### src/rtl/w5300_reg_access.sv
// w5300_reg_access
//   Bus master for the W5300 direct-mode 16-bit host interface. It takes one
//   register read or write request at a time and runs it on the chip pins.
//   Each access has programmable setup, strobe, hold and turnaround timing.
//   Socket register addresses are derived from a socket index and an offset.
//
// Ports
//   clk, rst           : clock and synchronous active-high reset
//   req_*              : request handshake (valid/ready) and request fields
//   rsp_valid/err/rdata: one-cycle completion pulse, error flag and read data
//   w_cs_n/rd_n/we_n   : chip select and strobes (active low)
//   w_addr             : chip address
//   w_data_o/oe/i      : data pad output, output enable and input
//
// Optional build macro
//   W5300_REG_ACCESS_STATS_EN adds the outputs stat_rd_cnt, stat_wr_cnt and
//   stat_err_cnt. These are 16-bit saturating counters of completed reads,
//   completed writes and error responses.
module w5300_reg_access #(
  parameter int ADDR_W     = 10,
  parameter int DATA_W     = 16,
  parameter int SOCKET_NUM = 8,
  parameter int SETUP_CYC  = 1,
  parameter int STROBE_CYC = 3,
  parameter int HOLD_CYC   = 1,
  parameter int TURN_CYC   = 1
) (
  input  logic              clk,
  input  logic              rst,
  input  logic              req_valid,
  output logic              req_ready,
  input  logic              req_write,
  input  logic              req_common,
  input  logic [2:0]        req_socket,
  input  logic [ADDR_W-1:0] req_offset,
  input  logic [DATA_W-1:0] req_wdata,
  output logic              rsp_valid,
  output logic              rsp_err,
  output logic [DATA_W-1:0] rsp_rdata,
  output logic              w_cs_n,
  output logic              w_rd_n,
  output logic              w_we_n,
  output logic [ADDR_W-1:0] w_addr,
  output logic [DATA_W-1:0] w_data_o,
  output logic              w_data_oe,
  input  logic [DATA_W-1:0] w_data_i
`ifdef W5300_REG_ACCESS_STATS_EN
  ,
  output logic [15:0]       stat_rd_cnt,
  output logic [15:0]       stat_wr_cnt,
  output logic [15:0]       stat_err_cnt
`endif
);

  typedef enum logic [2:0] {
    S_IDLE, S_SETUP, S_STROBE, S_HOLD, S_TURN, S_RESP
  } state_t;

  // Counter reload values: each phase lasts <N> cycles, so it counts N-1 .. 0.
  localparam logic [7:0] SETUP_LD  = 8'(SETUP_CYC - 1);
  localparam logic [7:0] STROBE_LD = 8'(STROBE_CYC - 1);
  localparam logic [7:0] HOLD_LD   = 8'(HOLD_CYC - 1);
  localparam logic [7:0] TURN_LD   = 8'(TURN_CYC - 1);

  state_t            state_q, state_d;
  logic [7:0]        cnt_q, cnt_d;
  logic              write_q, write_d;
  logic              err_q, err_d;
  logic [ADDR_W-1:0] addr_q, addr_d;
  logic [DATA_W-1:0] wdata_q, wdata_d;
  logic [DATA_W-1:0] sample_q, sample_d;
  logic [DATA_W-1:0] rdata_q, rdata_d;

  logic              accept;
  logic              req_err;
  logic [ADDR_W-1:0] addr_calc;
  logic              phase_done;

  assign accept     = req_valid && (state_q == S_IDLE);
  assign phase_done = (cnt_q == 8'd0);

  // Address decode. Socket windows are 0x40 apart starting at 0x200.
  // Accesses are 16-bit, so the byte-select bit is always cleared.
  always_comb begin
    req_err   = 1'b0;
    addr_calc = '0;
    if (req_common) begin
      addr_calc = req_offset;
      req_err   = (req_offset >= ADDR_W'(512));
    end else begin
      addr_calc = ADDR_W'(512) + (ADDR_W'(req_socket) << 6) + ADDR_W'(req_offset[5:0]);
      req_err   = ({29'd0, req_socket} >= 32'(SOCKET_NUM)) || (req_offset >= ADDR_W'(64));
    end
    addr_calc[0] = 1'b0;
  end

  // State register
  always_ff @(posedge clk) begin
    if (rst) begin
      state_q <= S_IDLE;
      cnt_q   <= 8'd0;
    end else begin
      state_q <= state_d;
      cnt_q   <= cnt_d;
    end
  end

  // Next-state logic. The counter is reloaded on every state entry.
  always_comb begin
    state_d = state_q;
    cnt_d   = phase_done ? cnt_q : cnt_q - 8'd1;
    case (state_q)
      S_IDLE: begin
        cnt_d = cnt_q;
        if (req_valid) begin
          if (req_err) begin
            state_d = S_RESP;
          end else begin
            state_d = S_SETUP;
            cnt_d   = SETUP_LD;
          end
        end
      end
      S_SETUP:  if (phase_done) begin state_d = S_STROBE; cnt_d = STROBE_LD; end
      S_STROBE: if (phase_done) begin state_d = S_HOLD;   cnt_d = HOLD_LD;   end
      S_HOLD:   if (phase_done) begin state_d = S_TURN;   cnt_d = TURN_LD;   end
      S_TURN:   if (phase_done) begin state_d = S_RESP;   cnt_d = 8'd0;      end
      S_RESP:   state_d = S_IDLE;
      default:  state_d = S_IDLE;
    endcase
  end

  // Request capture and response data
  always_comb begin
    write_d  = write_q;
    err_d    = err_q;
    addr_d   = addr_q;
    wdata_d  = wdata_q;
    sample_d = sample_q;
    rdata_d  = rdata_q;
    if (accept) begin
      write_d = req_write;
      err_d   = req_err;
      // A rejected request leaves the pins untouched.
      if (!req_err) begin
        addr_d = addr_calc;
        if (req_write) wdata_d = req_wdata;
      end else begin
        rdata_d = '0;
      end
    end
    if (state_q == S_STROBE && phase_done && !write_q) sample_d = w_data_i;
    // rsp_rdata changes only when a response is about to be presented.
    if (state_q == S_TURN && phase_done) rdata_d = write_q ? '0 : sample_q;
  end

  always_ff @(posedge clk) begin
    if (rst) begin
      write_q  <= 1'b0;
      err_q    <= 1'b0;
      addr_q   <= '0;
      wdata_q  <= '0;
      sample_q <= '0;
      rdata_q  <= '0;
    end else begin
      write_q  <= write_d;
      err_q    <= err_d;
      addr_q   <= addr_d;
      wdata_q  <= wdata_d;
      sample_q <= sample_d;
      rdata_q  <= rdata_d;
    end
  end

  // Output logic, decoded from the registered state
  always_comb begin
    req_ready = (state_q == S_IDLE);
    rsp_valid = (state_q == S_RESP);
    rsp_err   = (state_q == S_RESP) && err_q;
    rsp_rdata = rdata_q;
    w_addr    = addr_q;
    w_data_o  = wdata_q;
    w_cs_n    = !(state_q == S_SETUP || state_q == S_STROBE || state_q == S_HOLD);
    w_rd_n    = !(state_q == S_STROBE && !write_q);
    w_we_n    = !(state_q == S_STROBE && write_q);
    w_data_oe = write_q && !w_cs_n;
  end

`ifdef W5300_REG_ACCESS_STATS_EN
  logic [2:0]  stat_hit;
  logic [47:0] stat_vec;

  assign stat_hit[0] = (state_q == S_RESP) && !err_q && !write_q;
  assign stat_hit[1] = (state_q == S_RESP) && !err_q && write_q;
  assign stat_hit[2] = (state_q == S_RESP) && err_q;

  generate
    for (genvar gi = 0; gi < 3; gi++) begin : g_stat
      logic [15:0] stat_q, stat_d;
      always_comb begin
        stat_d = stat_q;
        if (stat_hit[gi] && stat_q != 16'hFFFF) stat_d = stat_q + 16'd1;
      end
      always_ff @(posedge clk) begin
        if (rst) stat_q <= 16'd0;
        else     stat_q <= stat_d;
      end
      assign stat_vec[gi*16 +: 16] = stat_q;
    end
  endgenerate

  assign stat_rd_cnt  = stat_vec[15:0];
  assign stat_wr_cnt  = stat_vec[31:16];
  assign stat_err_cnt = stat_vec[47:32];
`endif

endmodule

### config.mk
export PLATFORM = sky130hd
export DESIGN_NAME = w5300_reg_access
export DESIGN_NICKNAME = d
export VERILOG_FILES = /design/src/rtl/w5300_reg_access.sv
export SDC_FILE = /design/constraint.sdc
export NUM_CORES = 1
export LEC_CHECK = 0
export CORE_MARGIN = 10
export CORE_UTILIZATION = 45
export CTS_BUF_LIST = sky130_fd_sc_hd__clkbuf_8
export DETAILED_ROUTE_END_ITERATION = 16
export PLACE_DENSITY_LB_ADDON = 0.3
export SYNTH_ARGS = -nofsm -noshare
export SYNTH_HDL_FRONTEND = slang
export SYNTH_SLANG_ARGS = --single-unit
export TNS_END_PERCENT = 30
### constraint.sdc
create_clock -name clk -period 3.2 [get_ports clk]
set_input_delay 0.32 -clock clk [delete_from_list [all_inputs] [get_ports clk]]
set_output_delay 0.32 -clock clk [all_outputs]
set_load 0.01 [all_outputs]
# Word-level counts from Yosys, hierarchy flattened
# Index checks and enable logic that the tools add are counted.
# word_totals
ff_bits	70
elab_cells	68
in_bits	50
output_inout_bits	49
# classes
order_cmp	2
muxes	19
add_sub_neg	3
eq_ne	11
bitwise	1
n_reduce_logical	24
# ops
op	n
16-bit two-way mux	4
8-bit two-way mux	5
8-bit one-hot mux with 3 select lines	1
3-bit two-way mux	6
3-bit one-hot mux with 5 select lines	1
2-bit inequality test, second input constant	6
10-bit by 6-bit adder with 10-bit output	1
10-bit by 9-bit adder with 10-bit output, first input constant	1
10-bit greater-or-equal comparator, second input constant	1
10-bit by 7-bit greater-or-equal comparator with 1-bit output, second input constant	1
10-bit two-way mux	1
1-bit logical AND	8
8-bit logical NOT	1
8-bit by 1-bit subtractor with 8-bit output, second input constant	1
3-bit by 2-bit equality test with 1-bit output, second input constant	2
3-bit equality test, second input constant	2
2-bit AND reduction	3
5-bit AND reduction	1
1-bit logical NOT	4
2-bit nonzero test	2
3-bit by 1-bit equality test with 1-bit output, second input constant	1
3-bit logical NOT	1
3-bit AND reduction	1
3-bit OR reduction	1
other kinds (3)	4

# Longest topological paths before layout
# logic_depth
ltp_word	5
depth_mapped	8
ltp_nobuf	8

# Worst setup path after synthesis
# OpenSTA, ideal clock, no wires.
# synth_path
kind	register to register
startpoint	register cnt_q[0]
endpoint	register rdata_q[10] (netlist: rsp_rdata[10])
stages_incl_launch_ff	8
t_required_ns	3.083
arrival_time_ns	1.580
path_buffers	1
path_slack_ns	1.503
cell_sequence	dfxtp_1 -> inv_1 -> ha_1 -> nor4b_4 -> and4_1 -> a211oi_2 -> buf_6 -> a22o_1
# synth_via
elab_chain_cells	4
# synth_rtl
item	line_no	rtl
from (decl)	66	logic [7:0] cnt_q, cnt_d;
from (signal assigned)	104	cnt_q <= cnt_d;
8-bit logical NOT *	80	assign phase_done = (cnt_q == 8'd0);
1-bit logical AND *	154	if (state_q == S_TURN && phase_done) rdata_d = write_q ? '0 : sample_q;
2-bit nonzero test (no source line)	n/a	
2-bit AND reduction (no source line)	n/a	
to (signal assigned)	171	rdata_q <= rdata_d;
to (decl)	72	logic [DATA_W-1:0] rdata_q, rdata_d;
# Mark *: on every way between the ends. The rest lies on a longest branch, timed or not.
# A chain may end at the register's enable or synchronous reset.

# Worst setup path in the final report
# layout_path
startpoint	register state_q[1]
endpoint	output w_rd_n
# layout_via
elab_chain_cells	3
# layout_rtl
item	line_no	rtl
from (decl)	65	state_t state_q, state_d;
from (signal assigned)	103	state_q <= state_d;
3-bit by 2-bit equality test with 1-bit output	184	w_rd_n = !(state_q == S_STROBE && !write_q);
1-bit logical AND	184	
1-bit logical NOT	184	
to (decl)	41	output logic w_rd_n,
# Every way passes these cells.

==> metrics.txt <==
status=finished clean; clock root cell=clkbuf_8; syn_area_per_cell=10.3 sq um; Mapped Cells=285; Placer Congestion=0.823; largest net degree at the start of global routing=38; post-CTS sizing=0; Seq cells post-synth=70; global-route wire length before repair=12.1 mm; post-synth cell types=47; Sum Neg Setup Slack=0 ns; clk_lat worst skew=between 0.3 and 0.4 ns; CP Launch Type=flip-flop; drt first pass iters=6; Critical path origin=state_q[1]; Post-Layout Cell Count=457; DP Cell Count=about 440; Rows=29; 1st-iter DRT viols=111; Pins Over Slew Limit=0; die width=101 um; met1 usage=15.2%; Final HPWL DP=5.36 mm; Worst R2R End=cnt_q[7]; CP max-delay cell=nor4b_1; Hold Path Class=primary input to flip-flop; sequential-to-total area share from yosys stat=between 40% and 50%; peak supply drop=between 0.0005 and 0.0006 V; P per Cell Area=between 700 and 800 nW/um^2; Worst Setup Path Type=flip-flop to output pin; final setup violation count=0; Nets=428; Hold-fix buffers, CTS=0; max_cap viols=0; residual DRC count=0; final wirelength=7.26 mm; boundary pin count=99; Slew @ Worst Pin=1.07 ns; post-CTS setup repair buffer count=0; clock sink count=70; leakage power=1.69 nW; hold path depth=2; RR Startpoint=state_q[2]; Final Hold Viols=0; CP endpoint kind=output pin; fraction of layout cells with a size suffix above 1=approximately a tenth; htree depth=3; CP Max Fanout=10; antenna cell count=0; final worst path period share=about three quarters; vias in the first global route=between 2,000 and 2,500; Post-Syn Nets=338; Clock transition at path regs=0.08 ns; RSZ-0062 raised after global routing=no; Die ar.=approximately 10,000 sq um; Congestion Overflow GR=0; antenna viol nets, final=0; P&R area growth vs syn=39.0%; Buffers & Inverters on Critical Path=2; core area=6350 sq um; max incr delay on CP=about 0.58 ns; TritonCTS buffer count=9; final core occ=64.1%; via count=2,358; Cell Area, Synth=2930 sq um; CTS max path bufs=2; TritonCTS clock tree=done; met3 usage=9.12%; GRT busiest layer=met2; number of synthesized flops with an enable pin=0; post-DR wirelength/cell=15.9 um; hold path start=rst; fmax=0.420 GHz; IO buf count=96; worst reg2reg path depth=5; die height=approximately 100 um; global routing usage on met2=23.6%; FF-to-FF setup slack=0.91 ns; CP delay by family, top=simple AND/OR/NAND/NOR gates; worst-path cell chain=nor4b_1 -> inv_1 -> clkdlybuf4s50_1; vias per inst=just over 5; Worst EP arrival=2.06 ns; clk_skew=0.00861 ns; GRT Total Usage=14.7%; Synth Warn #=0; min Tclk post-route=~2.4 ns; Post-synth top flop=dfxtp_1; ys async rst share=0%; Initial Util=a little under half; CP required=2.88 ns; hold path endpoint=w_data_o[14]; initial antenna violation count=0; normalized max-slew margin=28.5%
## cells in the final DEF (no fill, tap or decap), drive strengths merged, types with 2 or more instances in the layout
cell and count:
inv 6, o211ai 2, nor2b 2, buf 2
dfxtp 70, clkinvlp 2, a211oi 6, nand2b 4
a21oi 6, a31oi 7, or3 3, nand3b 3
nor4 4, nand2 16, or3b 3, ha 3
nor4b 3, nand3 7, mux2i 41, clkbuf 9
clkinv 3, clkdlybuf4s50 95, nor2 47, a22o 16
o21ai 2, nor3 4
## report_power, final
part / switching (W) / internal (W)
combinational: 0.000577 / 0.000481
sequential: 0.000142 / 0.000979
clock: 0.000340 / 0.000361
## flip-flops by register name, summed over array words and instances (netlist names)
register	cells
err_q	1
w_addr	9
rsp_rdata	16
cnt_q	8
state_q	3
w_data_o	16
write_q	1
sample_q	16
## worst reg2reg max path, cell delays in order (launching register included)
cell and delay, ns:
dfxtp_1 0.71, or3_1 0.29, inv_1 0.09, a21oi_1 0.58
or3b_1 0.41, a31oi_1 0.15
## routing by layer
metal	vias up	wire [um]
li1	1180	-
met1	1100	2870
met2	71	3470
met3	7	818
met4	0	97
met5	-	0
## cell families after synthesis
logic type      Yosys count  share of synthesized area, %
mux                      41                          14.0
flops                    70                          47.8
buf+inv                  23                          4.49
fa+ha+maj                 3                          1.28
compound gates           45                          12.7
simple gates            101                          19.2
other cells               1                         0.128
xor+xnor                  1                         0.299
## area by class of cell
cell class	count	area, sq um
fill	518	2280
clock inverter	7	72.6
timing repair buffer	97	963
multi-input combinational	192	1400
tap	77	96.3
inverter	5	18.8
clock buffer	9	124
sequential	70	1400
## how the worst max path moves through the flow
stage,cells after the start,end,slack [ns]
6_report,3,w_rd_n,0.82
5_1_grt,3,w_rd_n,0.60
3_3_place_gp,5,rsp_rdata[8],0.54
3_5_place_dp,5,rsp_rdata[12],0.51
2_1_floorplan,7,rsp_rdata[10],1.50
4_1_cts,3,w_rd_n,0.82
## metrics by stage
step	power, W	worst slack (ns)	hold slack [ns]	area, sq um
floorplan	0.00189	1.50	0.442	2930
global placement	0.00217	0.544	0.445	3880
detailed placement	0.00219	0.509	0.455	3880
CTS	0.00291	0.815	0.397	4070
global route	0.00309	0.600	0.424	4070
finish	0.00288	0.820	0.418	4070
## cells in the mapped netlist, types with 2 or more instances
library cell  instances  share of area, %
dfxtp_1              70                48
nor2_1               46               5.9
mux2i_1              41                14
a22o_1               16               4.8
nand2_1              16               2.1
a31oi_1               7               1.5
clkbuf_1              7              0.90
a21oi_1               6               1.0
a211oi_2              5               2.1
inv_1                 5              0.64
nand3_1               5              0.85
buf_6                 4               1.5
nand2b_1              4              0.85
buf_2                 3              0.51
buf_4                 3              0.77
ha_1                  3               1.3
nand3b_1              3              0.77
nor3_1                3              0.51
or3_1                 3              0.64
nand3_2               2              0.68
nor2b_1               2              0.43
nor4_1                2              0.43
nor4_4                2               1.5
nor4b_4               2               1.6
o21ai_0               2              0.34
or3b_2                2              0.60
(Power assumes the default switching activity.)
